===== src/rtl/branch_predictor.sv =====
// Direct-mapped BTB with 2-bit saturating counters, registered mispredict
// flush/redirect and saturating performance counters.
module branch_predictor #(
   parameter int PC_W    = 9,
   parameter int ENTRIES = 16
) (
   input  logic            clk,
   input  logic            reset,
   input  logic [PC_W-1:0] fetch_pc,
   output logic            pred_taken,
   output logic [31:0]     pred_target,
   input  logic            resolve_valid,
   input  logic [PC_W-1:0] resolve_pc,
   input  logic            resolve_taken,
   input  logic            resolve_uncond,
   input  logic [31:0]     resolve_target,
   input  logic            resolve_pred_taken,
   input  logic [31:0]     resolve_pred_target,
   output logic            flush,
   output logic [31:0]     redirect_pc,
   output logic [15:0]     mispredict_cnt,
   output logic [15:0]     resolve_cnt
);

   localparam int IDX_W = $clog2(ENTRIES);
   localparam int TAG_W = PC_W - IDX_W - 2;

   if (TAG_W < 1 || ENTRIES < 2 || ENTRIES > 256 ||
       (ENTRIES & (ENTRIES - 1)) != 0) begin : g_bad_cfg
      $error("branch_predictor: bad ENTRIES/PC_W combination");
   end

   typedef struct packed {
      logic             valid;
      logic [TAG_W-1:0] tag;
      logic [PC_W-1:0]  target;
      logic [1:0]       ctr;
   } btb_entry_t;

   btb_entry_t btb [ENTRIES];

   logic [IDX_W-1:0] f_idx;
   logic [TAG_W-1:0] f_tag;
   btb_entry_t       f_ent;
   logic             f_hit;
   logic [PC_W-1:0]  f_seq;

   logic [IDX_W-1:0] r_idx;
   logic [TAG_W-1:0] r_tag;
   btb_entry_t       r_ent;
   btb_entry_t       r_nxt;
   logic             r_hit;
   logic             r_wr;
   logic [PC_W-1:0]  r_seq;
   logic [PC_W-1:0]  r_tgt;
   logic             mispredict;
   logic [PC_W-1:0]  redir_nxt;
   logic             unused_bits;

   // Upper target bits are carried for the pipeline but never stored.
   assign unused_bits = ^{resolve_target, resolve_pred_target};

   assign f_idx = fetch_pc[IDX_W+1:2];
   assign f_tag = fetch_pc[PC_W-1:IDX_W+2];
   assign f_ent = btb[f_idx];
   assign f_hit = f_ent.valid && (f_ent.tag == f_tag);
   assign f_seq = fetch_pc + PC_W'(4);

   assign pred_taken  = f_hit && f_ent.ctr[1];
   assign pred_target = pred_taken ? 32'(f_ent.target) : 32'(f_seq);

   assign r_idx = resolve_pc[IDX_W+1:2];
   assign r_tag = resolve_pc[PC_W-1:IDX_W+2];
   assign r_ent = btb[r_idx];
   assign r_hit = r_ent.valid && (r_ent.tag == r_tag);
   assign r_seq = resolve_pc + PC_W'(4);
   assign r_tgt = resolve_target[PC_W-1:0];

   assign mispredict = resolve_valid &&
      ((resolve_taken != resolve_pred_taken) ||
       (resolve_taken &&
        (r_tgt != resolve_pred_target[PC_W-1:0])));

   assign redir_nxt = resolve_taken ? r_tgt : r_seq;

   always_comb begin
      r_nxt = r_ent;
      r_wr  = 1'b0;
      if (resolve_valid) begin
         if (r_hit) begin
            r_wr = 1'b1;
            if (resolve_uncond) begin
               r_nxt.ctr = 2'd3;
            end else if (resolve_taken) begin
               if (r_ent.ctr != 2'd3) r_nxt.ctr = r_ent.ctr + 2'd1;
            end else begin
               if (r_ent.ctr != 2'd0) r_nxt.ctr = r_ent.ctr - 2'd1;
            end
            if (resolve_taken) r_nxt.target = r_tgt;
         end else if (resolve_taken) begin
            r_wr         = 1'b1;
            r_nxt.valid  = 1'b1;
            r_nxt.tag    = r_tag;
            r_nxt.target = r_tgt;
            r_nxt.ctr    = resolve_uncond ? 2'd3 : 2'd2;
         end
      end
   end

   always_ff @(posedge clk or posedge reset) begin
      if (reset) begin
         for (int i = 0; i < ENTRIES; i++) begin
            btb[i] <= '{valid: 1'b0, tag: '0, target: '0, ctr: 2'd1};
         end
      end else if (r_wr) begin
         btb[r_idx] <= r_nxt;
      end
   end

   always_ff @(posedge clk or posedge reset) begin
      if (reset) begin
         flush          <= 1'b0;
         redirect_pc    <= '0;
         mispredict_cnt <= '0;
         resolve_cnt    <= '0;
      end else begin
         flush <= mispredict;
         if (mispredict) redirect_pc <= 32'(redir_nxt);
         if (resolve_valid && resolve_cnt != 16'hFFFF)
            resolve_cnt <= resolve_cnt + 16'd1;
         if (mispredict && mispredict_cnt != 16'hFFFF)
            mispredict_cnt <= mispredict_cnt + 16'd1;
      end
   end

endmodule


===== config.mk =====
export PLATFORM = sky130hd
export DESIGN_NAME = branch_predictor
export DESIGN_NICKNAME = d
export VERILOG_FILES = /design/src/rtl/branch_predictor.sv
export SDC_FILE = /design/constraint.sdc
export NUM_CORES = 1
export LEC_CHECK = 0
export CORE_UTILIZATION = 35
export DETAILED_ROUTE_END_ITERATION = 12
export HOLD_SLACK_MARGIN = 0.03
export MAX_ROUTING_LAYER = met4
export SLEW_MARGIN = 20
export SYNTH_ARGS = -nofsm -noshare
export SYNTH_HDL_FRONTEND = slang
export SYNTH_SLANG_ARGS = --single-unit

===== constraint.sdc =====
create_clock -name clk -period 11.4 [get_ports clk]
set_input_delay 1.71 -clock clk [delete_from_list [all_inputs] [get_ports clk]]
set_output_delay 1.71 -clock clk [all_outputs]
set_load 0.05 [all_outputs]

-- Word level (Yosys, flattened, before mapping)
Index checks and enable logic that the tools add are counted.
- register bits after elaboration: 282
- latch bits: 0
- RAM bits: 0
- bits in read-only memories: 0
- input bits: 88
- output and inout port bits: 98
- word-level logic and storage cells: 120
- memories: 0
- add/subtract/negate cells: 6
- multipliers: 0
- div/mod/pow operators: 0
- $lt $le $gt $ge: 3
- equality and inequality tests: 7
- shifts and indexed selects: 0
- multiplexer cells: 24
- bitwise operators: 2
- reduce and logical (&&, ||, !) cells: 10
- operator list (kind ; number):
    $bwmux 240 ; 1
    $bmux 15 s4 ; 2
    $mux 15 ; 7
    $demux 15 s4 ; 1
    $add 16x1->16 const B ; 2
    $ne 16x16->1 const B ; 2
    $mux 9 ; 3
    $add 9x3->9 const B ; 2
    $mux 11 ; 1
    $ge 5x5->1 const B ; 2
    $not 4->5 ; 2
    $ne 9x9->1 ; 1
    $logic_and 1x1->1 ; 8
    $mux 2 ; 4
    $eq 3x3->1 ; 2
    $lt 5x1->1 const B ; 1
    $mux 1 ; 4
    $mux 4 ; 1
    $add 2x1->2 const B ; 1
    $ne 2x2->1 const B ; 1
    $reduce_bool 2->1 ; 1
    $sub 2x1->2 const B ; 1
    $logic_or 1x1->1 ; 1
    $ne 1x1->1 ; 1

-- Longest topological paths before layout
Gate-level depths: netlist of the first run.
- word-level depth: 11
- depth in mapped cells: 13
- depth with buffers taken out: 7

-- Worst setup path before layout of the first run
OpenSTA, ideal clock, no wires.
- path kind: input port to output port
- start: in fetch_pc[2]
- end: out pred_target[2]
- arrival time: 5055 ps
- required time: 9690 ps
- slack: 4635 ps
- stages on the path: 6
- path buffers: 1
- cells stage by stage: buf_2 -> mux4_2 -> mux4_2 -> xor2_1 -> nor4_4 -> mux2i_1
- longest elaborated chain between the ends: 8
- elaborated cells between the ends (all ways): 9
- classes of those cells: add/sub (1); eq/ne (1); mux (4); bitwise (1); reduce/logical (2)
- ends and longest elaborated chain (what ; line ; RTL):
    start: declaration ; 9 ; input logic [PC_W-1:0] fetch_pc,
    $not 4->5 (not written as such) * ; 65 ; assign f_ent = btb[f_idx];
    $bmux 15 s4 * ; 65 ;
    $mux 15 (not written as such) * (2 in series) ; 65 ;
    $eq 3x3->1 ; 66 ; assign f_hit = f_ent.valid && (f_ent.tag == f_tag);
    $logic_and 1x1->1 ; 66 ;
    $logic_and 1x1->1 * ; 69 ; assign pred_taken = f_hit && f_ent.ctr[1];
    named net pred_taken ; 10 ; output logic pred_taken,
    $mux 9 * ; 70 ; assign pred_target = pred_taken ? 32'(f_ent.target) : 32'(f_seq);
    end: declaration ; 11 ; output logic [31:0] pred_target,
The timed path passes the listed nets; every way through them passes the cells marked *. The select of a mux whose other input is x is not followed.

-- Final worst setup path of the first run
- start: in fetch_pc[3]
- end: out pred_target[4]
- longest elaborated chain between the ends: 8
- elaborated cells between the ends (all ways): 9
- classes of those cells: add/sub (1); eq/ne (1); mux (4); bitwise (1); reduce/logical (2)
- ends and longest elaborated chain (what ; line):
    $not 4->5 (not written as such) ; 65
    $bmux 15 s4 ; 65
    $mux 15 (not written as such) (2 in series) ; 65
    $eq 3x3->1 ; 66
    $logic_and 1x1->1 ; 66
    $logic_and 1x1->1 ; 69
    $mux 9 * ; 70
Mark *: on every way between the ends. The rest lies on a longest branch, timed or not. The select of a mux whose other input is x is not followed.

==> reports/metrics.csv, run 1 <==
metric;value;unit
CTS resizes;0;
power density cells;173;mW/mm2
crit share post-route;65.0;%
core area;0.0444;mm2
vias per inst;5.44;
Placed Instances;1736;
most common cell after layout, fill and taps aside;dfrtp_1;
routability-driven placement congestion ratio;0.795;
DP HPWL;25.1;mm
CP cell instances;buf_2 > buf_4 > mux4_2 > mux4_2 > xor2_1 > nor4_4 > mux2_2 > clkdlybuf4s50_1;
Rel. slew slack;25.7;%
Max Cap Viol;0;
FMAX;0.135;GHz
hold path startpoint;btb[210];
clk slew on worst S/H paths;60;ps
combinational share of power;22.4;%
vias in the first global route;10024;
HP Class;register to register;
initial antenna violation count;2;
clk_skew;25.6;ps
Pleak;7.98;nW
Post-Syn Area;0.0158;mm2
slowest stage cell, crit path;nor4_4;
switching share of total power;29.7;%
ys flop type;dfrtp_1;
clk sinks;282;
WL final;41.4;mm
largest area contributor in the netlist;dfrtp_1;
Syn Area/Cell;14.3;um2
most frequent cells in the layout;266 x dfrtp_1, 198 x mux2_2, 121 x mux4_2, 86 x clkdlybuf4s50_1, 46 x conb_1;
nets@finish;1275;
first-pass GRT wire length;64.4;mm
1st-iter DRT viols;835;
worst-case vdd ir drop;0.165;mV
Max stage delay on crit path;910;ps
cell mode on critical path;mux4_2;
number of synthesized flops with an enable pin;0;
Post-synth ARST share;100;%
Initial Util;35.7;%
Seq/Total Area, Yosys;44.7;%
ant diodes;0;
Ys Warns;0;
WL/cell;23.0;um
total CTS buffers;34;
GRT Overall Usage;19.1;%
CP max FO;52;
crit path kind;primary input to primary output;
Cell Count, Final, Fillers Out;1798;
post-synthesis cell type count;59;
Root Driver;clkbuf_16;
FP Rows;77;
worst skew pair latency;550;ps
CP Data Arrival Time;5700;ps
I/O Buffers;93;
Crit. End Element;primary output;
Vias;9782;
die width;215;um
clock buffer depth;3;
top cells by area, synth;dfrtp_1 42%, mux4_2 17%, mux2_2 14%;
Clk pwr share;37.2;%
Synth top area share;42.0;%
RSZ-0062 raised after global routing;no;
die height;215;um
Max Slew Vio Count;0;
Post-Route Setup TNS;0;ps
Tmin final;7410;ps
DRC Markers;0;
Area growth syn-to-layout;15.0;%
die area;0.0461;mm2
Pint;0.00222;W
#FFs+latches synth;282;
Switch Pwr;0.000937;W
CP required;9690;ps
Reg power frac;40.4;%
GRT Residual Overflow;0;
Total Power;0.00315;W
H-tree Lvls;2;
CTS Hold Bufs;0;
worst-margin pin slew;1120;ps
pin count of the biggest net entering global routing;167;
clock tree from TritonCTS;yes;
Startpoint Class;primary input;
First-pass DRT Iterations;5;
share of layout cells above drive strength 1;39.7;%
Worst setup startpoint;fetch_pc[3];
status;finished, final reports clean;
Fin. Hold Viols;0;
post-route ant nets;0;
setup bufs post-CTS;0;
io pins;186;
cell count after synthesis;1111;
endpoints failing setup;0;
Reg2Reg Launch Point;btb[193];
logic make-up (layout without fill, tap and decap cells):
logic type,count (synthesis),in the layout,share of synthesized area (%)
mux,383,383,37.1
flops,282,282,44.7
simple gates,175,175,6.06
buf+inv,146,196,5.91
compound gates,63,63,2.61
xor+xnor,54,54,3.10
fa+ha+maj,7,7,0.553
other cells,1,46,0.0237
layer usage:
metal / track usage [%] / up-vias / part of all wire (%)
li1: - / 4230 / -
met1: 25.8 / 5213 / 45
met2: 29.2 / 299 / 48
met3: 3.91 / 40 / 5.3
met4: 4.88 / 0 / 1.8
met5: - / - / 0
metrics by stage:
| stage | worst slack, ps | hold WS (ps) | cell area, um2 | util (%) |
|---|---|---|---|---|
| after floorplan | 1940 | 441 | 16000 | - |
| after global placement | 4000 | 451 | 17000 | 38.3 |
| after detailed placement | 3960 | 456 | 17000 | 38.3 |
| after CTS | 3970 | 470 | 18200 | 41.0 |
| after global routing | 3860 | 492 | 18200 | 41.0 |
| final | 3990 | 469 | 18200 | 41.0 |
power groups by stage:
stage / Clock (W) / Sequential, W / Combinational (W)
2_1_floorplan: 0 / 0.00135 / 0.000469
3_3_place_gp: 0 / 0.00128 / 0.000699
3_5_place_dp: 0 / 0.00129 / 0.000710
4_1_cts: 0.00120 / 0.00127 / 0.000712
5_1_grt: 0.00124 / 0.00130 / 0.000754
6_report: 0.00117 / 0.00127 / 0.000706
critical path, delay by kind of cell:
kind / cells / cell delay [ps]
xor gates and xnor gates: 1 / 190
buffers and inverters: 3 / 1450
muxes: 3 / 1400
and+or+nand+nor: 1 / 910
cell usage after synthesis (2+ instances only):
cell type,n
mux4_2,121
o21ai_0,28
buf_1,2
nor3_1,3
and3_1,6
buf_12,4
mux2_2,198
nand4_1,17
nor4_1,3
nor2_1,22
nor2_2,3
xor2_1,16
and4_1,4
nand2b_1,6
nor2b_1,6
inv_1,15
or2_2,13
mux2i_1,21
o21a_1,2
o31ai_1,9
ha_1,7
buf_6,12
mux2_4,24
buf_2,24
mux2_1,9
mux4_1,9
nor3_4,2
or4_1,4
xnor2_1,37
nand3_1,36
dfstp_2,16
and2_1,2
clkbuf_1,34
a21oi_1,8
a31oi_1,3
nand2_1,42
dfrtp_1,266
o211ai_1,4
buf_4,53
flip-flops by register name (all words and copies together), names as in the netlist:
register,cells
redirect_pc,9
resolve_cnt,16
mispredict_cnt,16
flush,1
btb,240
layout make-up:
| type | count | area (um2) |
|---|---|---|
| clock buffer | 47 | 961 |
| clock inverter | 15 | 248 |
| fill | 4088 | 26200 |
| inverter | 16 | 67.6 |
| multi-input combinational | 728 | 8030 |
| sequential | 282 | 7080 |
| tap | 592 | 741 |
| timing repair buffer | 118 | 1100 |
path summary, 6_finish.rpt:
kind	endpoint	slack, ps	cells past startpoint
hold / removal	btb[210]	470	2
setup reg to reg	btb[198]	7160	8
setup / recovery	pred_target[4]	3990	8
max in group asynchronous	btb[29]	8260	3
hold reg to reg	btb[210]	470	2
min in group asynchronous	resolve_cnt[14]	1690	2
No activity file was read; power rests on OpenSTA's default activity.
==> run 2, diff against run 1 <==
- clock period: 11.4 -> 7.4 ns (I/O delays scaled with it)
==> run 2 against run 1 <==
Effect of this change:
- sequential share of layout area rose by 0.13 points
- critical endpoint is now pred_target[8]
- via count rose by 0.88%
- combinational power rose by 54%
- total power rose by 50%
- count of clock-buffer cells in the layout did not move
- critical path depth rose by 2
- core utilization fell by 0.14 points
==> reports/metrics.csv, run 2 (synthesis gave the netlist of run 1 again) <==
metric;value;unit;change
status;finished, final reports clean;;unchanged
GRT Overall Usage;19.0;%;was 19.1%
Cell Count, Final, Fillers Out;1804;;was 1798
CTS resizes;0;;unchanged
Setup WS post-layout;1590;ps;was 3990 ps
R2R Setup Slk;3420;ps;was 7160 ps
first-pass GRT wire length;63.7;mm;was 64.4 mm
max reg flops;240;;unchanged
met2 usage;29.1;%;was 29.2%
crit path kind;primary input to primary output;;unchanged
H-tree Lvls;2;;unchanged
Vias;9868;;was 9782
hold path startpoint;btb[225];;was btb[210]
1st-iter DRT viols;917;;was 835
clock buffer depth;3;;unchanged
clock tree from TritonCTS;yes;;unchanged
initial antenna violation count;2;;unchanged
clk sinks;282;;unchanged
Area growth syn-to-layout;14.6;%;was 15.0%
Crit path buffers/inverters;4;;was 3
CP max FO;37;;was 52
Placed Instances;1741;;was 1736
WL/cell;23.1;um;was 23.0 um
Root Driver;clkbuf_16;;unchanged
crit share post-route;78.4;%;
worst-case vdd ir drop;0.205;mV;was 0.165 mV
Pleak;7.96;nW;was 7.98 nW
share of layout cells above drive strength 1;40.1;%;was 39.7%
endpoints failing setup;0;;unchanged
DP HPWL;26.2;mm;was 25.1 mm
I/O Buffers;93;;unchanged
WL final;41.7;mm;was 41.4 mm
FP Rows;77;;unchanged
# fillers;4055;;was 4088
Fin. Hold Viols;0;;unchanged
CP required;6290;ps;was 9690 ps
worst skew pair latency;550;ps;about the same
CTS Hold Bufs;0;;unchanged
Top Registers;btb x240, mispredict_cnt x16, resolve_cnt x16;;unchanged
Reg2Reg Launch Point;btb[193];;unchanged
worst-margin pin slew;1070;ps;was 1120 ps
gr busiest metal;met2;;unchanged
most frequent cells in the layout;266 x dfrtp_1, 198 x mux2_2, 121 x mux4_2, 86 x clkdlybuf4s50_1, 46 x conb_1;;unchanged
met1 Usage GRT;25.2;%;was 25.8%
power density cells;259;mW/mm2;was 173 mW/mm2
CP Data Arrival Time;4700;ps;was 5700 ps
DRC Markers;0;;unchanged
vias in the first global route;10061;;was 10024
die width;215;um;unchanged
setup bufs post-CTS;0;;unchanged
Max stage delay on crit path;710;ps;was 910 ps
Worst R2R End;btb[221];;was btb[198]
FMAX;0.172;GHz;
Top delay family on crit path;buffers and inverters;;unchanged
cell mode on critical path;buf_4;;was mux4_2
Post-Route Setup TNS;0;ps;unchanged
Startpoint Class;primary input;;unchanged
Reg with most FFs;btb;;unchanged
Crit. End Element;primary output;;unchanged
Max Cap Viol;0;;unchanged
clk slew on worst S/H paths;60;ps;about the same
post-route ant nets;0;;unchanged
most common cell after layout, fill and taps aside;dfrtp_1;;unchanged
total CTS buffers;34;;unchanged
slowest stage cell, crit path;clkdlybuf4s50_1;;was nor4_4
Final Util;40.9;%;was 41.0%
clk_skew;31.2;ps;was 25.6 ps
Max Slew Vio Count;0;;unchanged
vias per inst;5.47;;was 5.44
Tmin final;5810;ps;
M3 GR Usage;3.20;%;was 3.91%
pin count of the biggest net entering global routing;168;;was 167
Hold Path End;btb[225];;was btb[210]
Hold Slack;465;ps;was 469 ps
routability-driven placement congestion ratio;0.816;;was 0.795
io pins;186;;unchanged
die area;0.0461;mm2;unchanged
nets@finish;1280;;was 1275
FF-to-FF path depth;8;;unchanged
Rel. slew slack;28.9;%;was 25.7%
dpl ws;1520;ps;was 3960 ps
CP cell instances;buf_4 > buf_4 > nand3_1 > o211ai_1 > o21ai_0 > mux4_2 > nor4_4 > buf_4 > mux2_2 > clkdlybuf4s50_1;;was buf_2 > buf_4 > mux4_2 > mux4_2 > xor2_1 > nor4_4 > mux2_2 > clkdlybuf4s50_1
Initial Util;35.7;%;unchanged
First-pass DRT Iterations;8;;was 5
die height;215;um;unchanged
HP Class;register to register;;unchanged
GRT Residual Overflow;0;;unchanged
core area;0.0444;mm2;unchanged
RSZ-0062 raised after global routing;no;;unchanged
Hold Crit Depth;2;;unchanged
[run 2: layer usage]
layer  share of wire (%)  vias to the layer above
li1                    -                     4242
met1                  44                     5202
met4                 2.9                        0
met2                  47                      351
met5                   0                        -
met3                 6.0                       73
[run 2: cell type report]
type	count	area, um2	area share [%]
Antenna cell	1	2.50	0.0138
Inverter	16	63.8	0.351
Sequential cell	282	7080	39.0
Clock buffer	47	981	5.40
Timing Repair Buffer	123	1140	6.27
Tap cell	592	741	4.08
Multi-Input combinational cell	728	8040	44.2
Clock inverter	15	125	0.689
[run 2: how the worst max path moves through the flow]
stage                     depth (start not counted)             end        start
after floorplan                                   6  pred_target[2]  fetch_pc[2]
after global placement                           10  pred_target[5]  fetch_pc[2]
after detailed placement                         10  pred_target[5]  fetch_pc[2]
after CTS                                        10  pred_target[5]  fetch_pc[2]
after global routing                             10  pred_target[2]  fetch_pc[2]
final                                            10  pred_target[8]  fetch_pc[2]
[run 2: through the flow]
step | total power, W | cell area, um2
6_report | 0.00471 | 18200
4_1_cts | 0.00476 | 18200
2_1_floorplan | 0.00280 | 16000
5_1_grt | 0.00492 | 18200
3_3_place_gp | 0.00305 | 17100
3_5_place_dp | 0.00308 | 17100
[run 2: power breakdown]
part           switching, W  total, W  internal, W
registers          0.000182   0.00196      0.00178
logic              0.000582   0.00109     0.000509
clock network      0.000688   0.00166     0.000972
total               0.00145   0.00471      0.00326
[run 2: tightest hold or removal path: stages (launching register included)]
cell	delay, ps
dfstp_2	360
inv_1	40
mux2i_1	60
==> run 3, diff against run 2 <==
- clock period: 7.4 -> 5.35 ns (I/O delays scaled with it)
==> run 3 against run 2 <==
Effect of this change:
- final cell count grew 0.61%
- non-clock buffer count up 16
- via count down 0.86%
- clock skew fell by 15 ps
- flip-flop and latch count did not move
- clock power grew 30%
- count of clock-buffer cells in the layout rose by 3
- first-iteration DRC count shrank 21%
- sequential share of layout area down 0.10 points
- hold slack gained 3.3 ps
- wire length decreased by 1.5%
- final area is 0.26% higher
- critical endpoint is now pred_target[3]
- largest power group unchanged
==> reports/metrics.csv, run 3 (synthesis gave the netlist of run 1 again) <==
metric;value;unit;change
Top Registers;btb x240, mispredict_cnt x16, resolve_cnt x16;;unchanged
endpoints failing setup;0;;unchanged
Clk pwr share;33.8;%;was 35.2%
Area growth syn-to-layout;14.9;%;was 14.6%
core area;0.0444;mm2;unchanged
routability-driven placement congestion ratio;0.798;;was 0.816
Sequential cell area;0.00708;mm2;unchanged
status;finished, final reports clean;;unchanged
RSZ-0062 raised after global routing;no;;unchanged
WL final;41.0;mm;was 41.7 mm
setup bufs post-CTS;0;;unchanged
most frequent cells in the layout;266 x dfrtp_1, 198 x mux2_2, 121 x mux4_2, 76 x clkdlybuf4s50_1, 54 x buf_4;;was 266 x dfrtp_1, 198 x mux2_2, 121 x mux4_2, 86 x clkdlybuf4s50_1, 46 x conb_1
die area;0.0461;mm2;unchanged
Pint;0.00443;W;was 0.00326 W
Root Driver;clkbuf_16;;unchanged
clock buffer depth;3;;unchanged
total CTS buffers;31;;was 34
FP Rows;77;;unchanged
CP max FO;10;;was 37
Crit. End Element;primary output;;unchanged
die height;215;um;unchanged
ant diodes;0;;was 1
share of layout cells above drive strength 1;41.2;%;was 40.1%
HP Class;register to register;;unchanged
switching share of total power;30.6;%;was 30.8%
Max Cap Viol;0;;unchanged
io pins;186;;unchanged
Final Cell Area;0.0182;mm2;about the same
Pleak;8.01;nW;was 7.96 nW
crit path kind;primary input to primary output;;unchanged
Switch Pwr;0.00196;W;was 0.00145 W
Reg power frac;42.5;%;was 41.6%
Tmin final;4410;ps;
worst-case vdd ir drop;0.246;mV;was 0.205 mV
DRC Markers;0;;unchanged
First-pass DRT Iterations;5;;was 8
clock tree from TritonCTS;yes;;unchanged
DP HPWL;26.7;mm;was 26.2 mm
max reg flops;240;;unchanged
Reg with most FFs;btb;;unchanged
Post-DP Area;0.0172;mm2;was 0.0171 mm2
# fillers;4086;;was 4055
clk sinks;282;;unchanged
CTS Hold Bufs;0;;unchanged
nets@finish;1293;;was 1280
Initial Util;35.7;%;unchanged
H-tree Lvls;1;;was 2
clk_skew;16.5;ps;was 31.2 ps
power density cells;351;mW/mm2;was 259 mW/mm2
Hold Slack;468;ps;was 465 ps
worst skew pair latency;590;ps;was 550 ps
combinational share of power;23.7;%;was 23.1%
Max Slew Vio Count;0;;unchanged
Final Util;41.0;%;was 40.9%
worst-margin pin slew;1050;ps;was 1070 ps
crit share post-route;82.5;%;
vias in the first global route;10128;;was 10061
GRT Overall Usage;18.8;%;was 19.0%
Post-Route Setup TNS;0;ps;unchanged
vias per inst;5.39;;was 5.47
pin count of the biggest net entering global routing;122;;was 168
Fin. Hold Viols;0;;unchanged
Startpoint Class;primary input;;unchanged
FMAX;0.227;GHz;
Rel. slew slack;29.6;%;was 28.9%
I/O Buffers;93;;unchanged
first-pass GRT wire length;64.1;mm;was 63.7 mm
clk slew on worst S/H paths;60;ps;about the same
WL/cell;22.6;um;was 23.1 um
Vias;9783;;was 9868
CP Data Arrival Time;3610;ps;was 4700 ps
most common cell after layout, fill and taps aside;dfrtp_1;;unchanged
die width;215;um;unchanged
CP required;4550;ps;was 6290 ps
initial antenna violation count;1;;was 2
post-route ant nets;0;;unchanged
Multi-input gate area;0.00803;mm2;was 0.00804 mm2
1st-iter DRT viols;726;;was 917
GRT Residual Overflow;0;;unchanged
CTS resizes;0;;unchanged
-- run 3: changes by cell type in the layout (fill, tap and decap cells not counted), moves of 3 or more --
cell / delta
clkbuf_8: +4
clkbuf_1: +3
buf_12: +3
clkdlybuf4s50_1: -10
clkbuf_16: -4
buf_4: +23
clkinv_2: -6
-- run 3: through the flow --
stage	power [W]	cells	setup slack [ps]
after CTS	0.00645	1815	927
after global placement	0.00424	1757	860
after floorplan	0.00387	1156	400
after detailed placement	0.00427	1757	829
final	0.00639	1815	938
after global routing	0.00669	1815	751
-- run 3: power by group through the flow --
stage,clock (W),sequential [W],combinational (W)
2_1_floorplan,0,0.00287,0.00100
3_3_place_gp,0,0.00273,0.00150
3_5_place_dp,0,0.00275,0.00153
4_1_cts,0.00221,0.00271,0.00153
5_1_grt,0.00231,0.00276,0.00162
6_report,0.00216,0.00271,0.00152
-- run 3: area by class of cell --
class	instances	area share (%)
multi-input cells	728	44.1
inverters	16	0.350
well taps	592	4.07
repair buffers	139	6.98
clock buffers	50	5.20
clock inverters	8	0.467
flip-flops and latches	282	38.9
-- run 3: path summary, 6_finish.rpt --
path                              from                  to  slack, ps  depth (start not counted)
max reg2reg                   btb[207]             btb[22]       1800                          8
min                            btb[45]             btb[45]        470                          2
min in group asynchronous        reset  mispredict_cnt[11]        730                          2
max in group asynchronous        reset            btb[115]       3520                          3
min reg2reg                    btb[45]             btb[45]        470                          2
max                        fetch_pc[5]      pred_target[3]        940                          7
-- run 3: critical path: stages --
cell             delay, ps
clkdlybuf4s50_1       1010
mux4_2                 470
xor2_1                 190
nor4_4                 270
buf_4                  250
mux2_2                 390
buf_4                  200
-- run 3: metal layers --
metal | track usage (%) | vias to the layer above | part of all wire, %
met5 | - | - | 0
met4 | 5.60 | 0 | 2.5
met3 | 3.10 | 64 | 5.6
met2 | 28.7 | 285 | 47
met1 | 25.6 | 5164 | 45
li1 | - | 4270 | -
